$ cat src/rtl/parking_gate_arbiter.sv
// parking_gate_arbiter
// Shares one barrier gate between the entry and exit lanes. Each lane's motion
// signal is debounced into a single latched request per car. Requests are
// arbitrated round-robin. The gate is sequenced open -> wait-for-clear -> close,
// and the occupancy count is updated when a service completes.
module parking_gate_arbiter #(
   parameter int CAPACITY      = 16,
   parameter int CNT_W         = 5,
   parameter int DEBOUNCE      = 4,
   parameter int OPEN_TIME     = 8,
   parameter int CLEAR_TIMEOUT = 32
) (
   input  logic             clk,
   input  logic             rst,
   input  logic             entry_motion,
   input  logic             exit_motion,
   output logic             gate_open,
   output logic             grant_entry,
   output logic             grant_exit,
   output logic [CNT_W-1:0] occupancy,
   output logic             full,
   output logic             busy,
   output logic             timeout
);

   localparam logic L_ENTRY = 1'b0;
   localparam logic L_EXIT  = 1'b1;

   localparam int DB_W    = $clog2(DEBOUNCE + 1);
   localparam int TMR_MAX = (OPEN_TIME > CLEAR_TIMEOUT) ? OPEN_TIME : CLEAR_TIMEOUT;
   localparam int TMR_W   = $clog2(TMR_MAX + 1);

   typedef enum logic [1:0] {S_IDLE, S_OPEN, S_WAIT, S_CLOSE} state_t;

   // lane 0 = entry, lane 1 = exit
   logic [1:0] motion;
   assign motion = {exit_motion, entry_motion};

   logic [1:0][DB_W-1:0] db_cnt_q, db_cnt_d;
   logic [1:0]           armed_q, armed_d;
   logic [1:0]           pend_q, pend_d;
   logic [1:0]           pend_clr;

   state_t           state_q, state_d;
   logic [TMR_W-1:0] tmr_q, tmr_d;
   logic             served_q, served_d;
   logic             rr_q, rr_d;       // lane served last
   logic [CNT_W-1:0] occ_q, occ_d;

   logic gate_open_q, gate_open_d;
   logic grant_entry_q, grant_entry_d;
   logic grant_exit_q, grant_exit_d;
   logic full_q, full_d;
   logic busy_q, busy_d;
   logic timeout_q, timeout_d;

   logic elig_entry, elig_exit;

   assign elig_entry = pend_q[L_ENTRY] && !full_q;
   assign elig_exit  = pend_q[L_EXIT] && (occ_q != '0);

   // Debounce: count consecutive high samples and saturate. A request is raised
   // once per qualification and only re-armed by a low sample. A qualification
   // that lands on a grant edge wins over the clear, so it is not lost.
   always_comb begin
      db_cnt_d = db_cnt_q;
      armed_d  = armed_q;
      pend_d   = pend_q & ~pend_clr;
      for (int l = 0; l < 2; l++) begin
         if (!motion[l]) begin
            db_cnt_d[l] = '0;
            armed_d[l]  = 1'b1;
         end else if (db_cnt_q[l] != DB_W'(DEBOUNCE)) begin
            db_cnt_d[l] = db_cnt_q[l] + DB_W'(1);
            if (db_cnt_q[l] == DB_W'(DEBOUNCE - 1) && armed_q[l]) begin
               pend_d[l]  = 1'b1;
               armed_d[l] = 1'b0;
            end
         end
      end
   end

   // Debounce counters, arming and pending request flags
   always_ff @(posedge clk or posedge rst) begin
      if (rst) begin
         db_cnt_q <= '0;
         armed_q  <= 2'b11;
         pend_q   <= 2'b00;
      end else begin
         db_cnt_q <= db_cnt_d;
         armed_q  <= armed_d;
         pend_q   <= pend_d;
      end
   end

   // FSM state, phase timer, served lane, RR pointer and occupancy
   always_ff @(posedge clk or posedge rst) begin
      if (rst) begin
         state_q  <= S_IDLE;
         tmr_q    <= '0;
         served_q <= L_ENTRY;
         rr_q     <= L_EXIT;   // entry wins the first tie
         occ_q    <= '0;
      end else begin
         state_q  <= state_d;
         tmr_q    <= tmr_d;
         served_q <= served_d;
         rr_q     <= rr_d;
         occ_q    <= occ_d;
      end
   end

   // Next state: arbitration in IDLE, timed OPEN, wait for clear, one-cycle CLOSE
   always_comb begin
      state_d  = state_q;
      tmr_d    = '0;
      served_d = served_q;
      rr_d     = rr_q;
      occ_d    = occ_q;
      pend_clr = 2'b00;
      case (state_q)
         S_IDLE: begin
            // An exit request with nobody parked can never be served.
            if (pend_q[L_EXIT] && occ_q == '0) pend_clr[L_EXIT] = 1'b1;
            if (elig_entry && (!elig_exit || rr_q == L_EXIT)) begin
               served_d          = L_ENTRY;
               state_d           = S_OPEN;
               pend_clr[L_ENTRY] = 1'b1;
            end else if (elig_exit) begin
               served_d         = L_EXIT;
               state_d          = S_OPEN;
               pend_clr[L_EXIT] = 1'b1;
            end
         end
         S_OPEN: begin
            if (tmr_q == TMR_W'(OPEN_TIME - 1)) state_d = S_WAIT;
            else                                tmr_d   = tmr_q + TMR_W'(1);
         end
         S_WAIT: begin
            if (!motion[served_q])                         state_d = S_CLOSE;
            else if (tmr_q == TMR_W'(CLEAR_TIMEOUT - 1))   state_d = S_CLOSE;
            else                                           tmr_d   = tmr_q + TMR_W'(1);
         end
         S_CLOSE: begin
            state_d = S_IDLE;
            rr_d    = served_q;
            // Eligibility rules guarantee no overflow/underflow here.
            occ_d   = (served_q == L_ENTRY) ? occ_q + CNT_W'(1) : occ_q - CNT_W'(1);
         end
         default: state_d = S_IDLE;
      endcase
   end

   // Output decode from the next state so outputs move on the same edge as state
   always_comb begin
      gate_open_d   = (state_d == S_OPEN) || (state_d == S_WAIT);
      busy_d        = (state_d != S_IDLE);
      grant_entry_d = busy_d && (served_d == L_ENTRY);
      grant_exit_d  = busy_d && (served_d == L_EXIT);
      full_d        = (occ_d == CNT_W'(CAPACITY));
      timeout_d     = (state_q == S_WAIT) && (state_d == S_CLOSE) && motion[served_q];
   end

   // Registered outputs
   always_ff @(posedge clk or posedge rst) begin
      if (rst) begin
         gate_open_q   <= 1'b0;
         grant_entry_q <= 1'b0;
         grant_exit_q  <= 1'b0;
         full_q        <= 1'b0;
         busy_q        <= 1'b0;
         timeout_q     <= 1'b0;
      end else begin
         gate_open_q   <= gate_open_d;
         grant_entry_q <= grant_entry_d;
         grant_exit_q  <= grant_exit_d;
         full_q        <= full_d;
         busy_q        <= busy_d;
         timeout_q     <= timeout_d;
      end
   end

   assign gate_open   = gate_open_q;
   assign grant_entry = grant_entry_q;
   assign grant_exit  = grant_exit_q;
   assign occupancy   = occ_q;
   assign full        = full_q;
   assign busy        = busy_q;
   assign timeout     = timeout_q;

endmodule
$ cat config.mk
export PLATFORM = sky130hd
export DESIGN_NAME = parking_gate_arbiter
export DESIGN_NICKNAME = d
export VERILOG_FILES = /design/src/rtl/parking_gate_arbiter.sv
export SDC_FILE = /design/constraint.sdc
export NUM_CORES = 1
export LEC_CHECK = 0
export ABC_AREA = 1
export BUFFER_PORTS_ARGS = -buffer_cell sky130_fd_sc_hd__buf_2
export CELL_PAD_IN_SITES_DETAIL_PLACEMENT = 0
export CELL_PAD_IN_SITES_GLOBAL_PLACEMENT = 1
export CORE_UTILIZATION = 47
export CTS_CLUSTER_DIAMETER = 200
export DETAILED_ROUTE_END_ITERATION = 7
export GPL_TIMING_DRIVEN = 0
export PLACE_DENSITY_LB_ADDON = 0.1
export SKIP_CTS_REPAIR_TIMING = 1
export SYNTH_ARGS = -nofsm -noshare
export SYNTH_HDL_FRONTEND = slang
export SYNTH_SLANG_ARGS = --single-unit
$ cat constraint.sdc
create_clock -name clk -period 2.5 [get_ports clk]
set_clock_uncertainty 0.05 [all_clocks]
set_input_delay 0.375 -clock clk [delete_from_list [all_inputs] [get_ports clk]]
set_output_delay 0.375 -clock clk [all_outputs]
set_load 0.005 [all_outputs]
==> results of run 1 <==
## power breakdown
| part | total [uW] | internal (uW) | switching (uW) |
|---|---|---|---|
| Clock | 276 | 109 | 167 |
| Combinational | 1090 | 429 | 663 |
| Sequential | 841 | 690 | 151 |
| Total | 2210 | 1230 | 980 |
## registers in the layout, summed over array words and instances (netlist names)
name,flops
full,1
occupancy,5
grant_entry,1
tmr_q,6
pend_q,2
rr_q,1
busy,1
state_q,2
served_q,1
timeout,1
gate_open,1
db_cnt_q,6
armed_q,2
grant_exit,1
## layer usage
metal | GRT usage (%) | routed length (um)
met5 | 0 | 0
met4 | 8.43 | 55
met3 | 5.47 | 106
met2 | 34.8 | 1620
met1 | 22.6 | 1450
## worst max-delay path, stage by stage, from the launching register on
cell     delay (ps)
dfrtp_1         580
fa_1            490
inv_1            70
nand2_1          40
o21ai_1         100
nand2_1          80
nor2_1          120
nand3_1         100
nor2_1          110
## placed cells by master, fill, tap and decap left out, types with 2 or more instances in the layout
cell	instances
dfrtp_1	28
nand3_2	2
buf_2	14
nand4_1	2
clkbuf_4	5
dfstp_2	3
o21ai_1	4
ha_1	16
inv_2	2
a21oi_1	6
xnor2_1	2
clkbuf_1	2
o21a_1	2
inv_1	36
o21ai_0	9
nor2_1	22
nand3_1	29
nand2_1	41
## cells in the mapped netlist, drive strengths merged, types with 2 or more instances
library cell,count
a21oi,6
inv,38
dfrtp,28
nand2,42
nor2,22
nand4,2
xnor2,2
nand3,31
dfstp,3
o21a,2
ha,16
o21ai,13
## worst max path at each step
stage,startpoint,endpoint,cells after the start
5_1_grt,served_q,full,8
4_1_cts,served_q,full,8
3_5_place_dp,served_q,full,8
3_3_place_gp,served_q,full,8
2_1_floorplan,served_q,full,8
6_report,served_q,full,8
## final cells by class
class                           instances  share of cell area, %
Multi-Input combinational cell        140                   41.7
Tap cell                               46                   3.02
Sequential cell                        31                   40.9
Inverter                               38                   7.49
Buffer                                  1                  0.591
Timing Repair Buffer                   14                   3.68
Clock buffer                            7                   2.36
Clock inverter                          1                  0.263
## through the flow
step / total power, uW / util (%) / hold WS [ps]
2_1_floorplan: 1640 / - / 381
6_report: 2210 / 55.8 / 279
5_1_grt: 2470 / 55.8 / 258
3_5_place_dp: 1950 / 54.3 / 415
3_3_place_gp: 1890 / 54.3 / 401
4_1_cts: 2240 / 55.8 / 254
## logic make-up (layout without fill, tap and decap cells)
group	after synthesis	in the layout	share of synthesized area (%)
flops	31	31	45.1
buf+inv	39	61	8.91
compound gates	22	22	6.81
fa+ha+maj	17	17	12.7
simple gates	98	98	24.9
xor+xnor	3	3	1.52
==> results.txt, run 1 <==
status = finished, final reports clean
top post-synthesis cells by area = dfrtp_1 (41%), ha_1 (12%), nand2_1 (8.9%)
vias in the first global route = 1446
Max Cap Violations = 0
initial antenna violation count = 0
R2R Setup Slk = 680 ps
Fmax achieved = 0.551 GHz
RSZ-0062 raised after global routing = false
leakage power = 0.000994 uW
Max-slew headroom = 24.0%
Fin. Hold Viols = 0
IO Port Bufs = 14
maximum fanout along the worst path = 9
initial core utilization = 50.6%
Post-Syn Instances = 210
Fill cells = 328
worst r2r src = served_q
DR vias/cell = 4.97
CTS tree = built
final worst path period need = 1820 ps
Syn. warnings = 0
Worst Slack Setup Final = 685 ps
#FFs+latches synth = 31
syn nets = 231
post-synthesis average cell area = 8.23 sq um
Overall Global Routing Usage = 19.9%
clk sinks = 31
clk buf depth = 2
first-pass GRT wire length = 6040 um
Post-DRT Antenna Nets = 0
Tcrit/Tclk final = 72.6%
pwr dens = 1160 nW/um^2
Max IR drop VDD = 0.502 mV
total gr overflow = 0
CP Capture Type = flip-flop
Unique masters post-synth = 21
violation count after the first detailed-route iteration = 55
ant diodes = 0
worst reg2reg path depth = 8
die width = 62.6 um
Seq/Total Area, Yosys = 45.1%
Least-Margin Pin Slew = 1140 ps
critical path type = reg2reg
Req. time, crit path = 2720 ps
fin cells = 278
placed cells = 270
Total Wirelength = 3230 um
DRC Markers = 0
Nets = 252
largest net degree at the start of global routing = 32
Clk Latency, worst-skew pair = 330 ps
Synth async-reset ratio = 100%
clock-pin slew of the registers on the worst-case setup and hold paths = 100 ps
pre-CTS setup slack = 672 ps
worst hold-check path type = in2async
clock root buffer = clkbuf_4
WL/cell = 11.6 um
footprint of the multi-input gates = 795 sq um
drt pass-1 iters = 4
Setup TNS = 0 ps
register area = 779 sq um
Core Rows = 21
H-Tree Depth = 2
fin area = 1910 sq um
Most used DFF post-synth = dfrtp_1
capture point of the worst reg-to-reg path = full
Post-Syn Area = 1730 sq um
Slew Limit Fails = 0
Cell Area, Placed = 1860 sq um
Synth top area share = 40.6%
number of synthesized flops with an enable pin = 0
# IOs = 15
layout cell share with drive strength beyond 1 = 12.9%
WP data arrival = 2030 ps
routed vias = 1383
P&R area growth vs syn = 10.3%
die area = 3920 sq um
detailed placement HPWL = 2520 um
Routability Congestion = 0.826
core footprint = 3420 sq um
Die H = 62.6 um
CP startpoint kind = flip-flop
Inserted Clock Buffers = 5
cell taking the most area after synthesis = dfrtp_1
Final Setup Violations = 0
Note: power is estimated with default switching activity, not from simulation.
==> run 2: changes to the inputs <==
Settings changed: CORE_UTILIZATION 47 to 40.
Clock period 2.5 ns to 1.5 ns, I/O delays scaled along.
==> results.txt, run 2 (synthesis gave the netlist of run 1 again) <==
Routability Congestion = 0.868
Max IR drop VDD = 1.04 mV
final worst path period need = 1630 ps
Setup TNS = -599 ps
worst hold slack = 175 ps
Worst Slack Setup Final = -132 ps
DRC Markers = 0
critical path type = reg2reg
clk buf depth = 2
H-Tree Depth = 2
Nets = 257
drt pass-1 iters = 5
capture point of the worst reg-to-reg path = gate_open
Fin. Hold Viols = 0
Max-slew headroom = 22.4%
Die H = 67.7 um
Slew Limit Fails = 0
Core Rows = 23
Least-Margin Pin Slew = 1160 ps
CTS tree = built
Crit-path slowest cell = dfrtp_1
commonest non-fill, non-tap cell in the layout = nand2_1
total power = 4690 uW
CP startpoint = tmr_q[0]
largest net degree at the start of global routing = 32
worst r2r src = tmr_q[0]
leakage power = 0.00106 uW
Clk Latency, worst-skew pair = 280 ps
Slowest Stage Delay on Critical Path = 410 ps
initial antenna violation count = 0
Inserted Clock Buffers = 5
P&R area growth vs syn = 26.9%
DR vias/cell = 4.96
Min-Delay Endpoint = db_cnt_q[5]
Overall Global Routing Usage = 16.0%
CP Capture Type = flip-flop
total gr overflow = 0
clock-pin slew of the registers on the worst-case setup and hold paths = 60 ps
clock root buffer = clkbuf_8
Max Cap Violations = 0
clk sinks = 31
Tcrit/Tclk final = 109%
initial core utilization = 42.3%
Req. time, crit path = 1610 ps
crit-path cells = ha_4 > nand2_2 > nor2_2 > nand3_2 > nand3_2 > nand3_1 > nand2_2 > inv_2 > ha_1
WL/cell = 12.2 um
vias in the first global route = 1278
violation count after the first detailed-route iteration = 60
WP data arrival = 1750 ps
worst hold-check path type = in2reg
# IOs = 15
die width = 67.7 um
Final Setup Violations = 7
Post-DRT Antenna Nets = 0
pwr dens = 2140 nW/um^2
maximum fanout along the worst path = 4
R2R Setup Slk = -130 ps
CP startpoint kind = flip-flop
status = finished, violations left
ant diodes = 0
RSZ-0062 raised after global routing = true
failing checks = negative setup slack
detailed placement HPWL = 2420 um
layout cell share with drive strength beyond 1 = 31.6%
routed vias = 1424
most frequent cells in the layout = nand2_1 (36), inv_1 (32), dfrtp_1 (24)
Fmax achieved = 0.613 GHz
die area = 4590 sq um
first-pass GRT wire length = 5400 um
IO Port Bufs = 14
hold path start = exit_motion
Total Wirelength = 3490 um
worst hold path stage count = 3
worst reg2reg path depth = 9
core footprint = 4090 sq um
-- run 2: metal layers --
metal  track usage, %  share of wire (%)
met3             3.55                2.1
met2             26.2                 50
met4             7.98                1.3
met1             19.5                 47
met5                0                  0
-- run 2: worst max path at each step --
| stage | slack (ps) | cells after the start | end |
|---|---|---|---|
| after floorplan | -10 | 8 | full |
| after global placement | -160 | 7 | gate_open |
| after detailed placement | -200 | 8 | grant_entry |
| after CTS | -210 | 8 | grant_entry |
| after global routing | -230 | 8 | full |
| final | -130 | 9 | gate_open |
-- run 2: per-stage QoR --
step	utilization, %	area (sq um)	setup WS, ps	cells
2_1_floorplan	-	1730	-11.0	210
3_3_place_gp	45.6	1860	-163	274
3_5_place_dp	45.6	1860	-200	274
4_1_cts	48.5	1980	-207	282
5_1_grt	53.6	2190	-232	287
6_report	53.6	2190	-132	287
-- run 2: report_power, final --
part / internal, uW / switching, uW
clock network: 537 / 308
registers: 1160 / 301
logic: 1050 / 1330
total: 2750 / 1940
-- run 2: area by class of cell --
class | instances | area, sq um
Timing Repair Buffer | 19 | 108
Fill cell | 397 | 1890
Tap cell | 50 | 62.6
Inverter | 38 | 145
Sequential cell | 31 | 785
Multi-Input combinational cell | 140 | 963
Clock inverter | 2 | 35.0
Buffer | 1 | 11.3
Clock buffer | 6 | 82.6
-- run 2: critical path: cells and delay by family, from the launching register on --
kind / cells / cell delay, ps
adders and majority gates: 2 / 430
buffers and inverters: 1 / 50
DFF: 1 / 410
and+or+nand+nor: 6 / 590
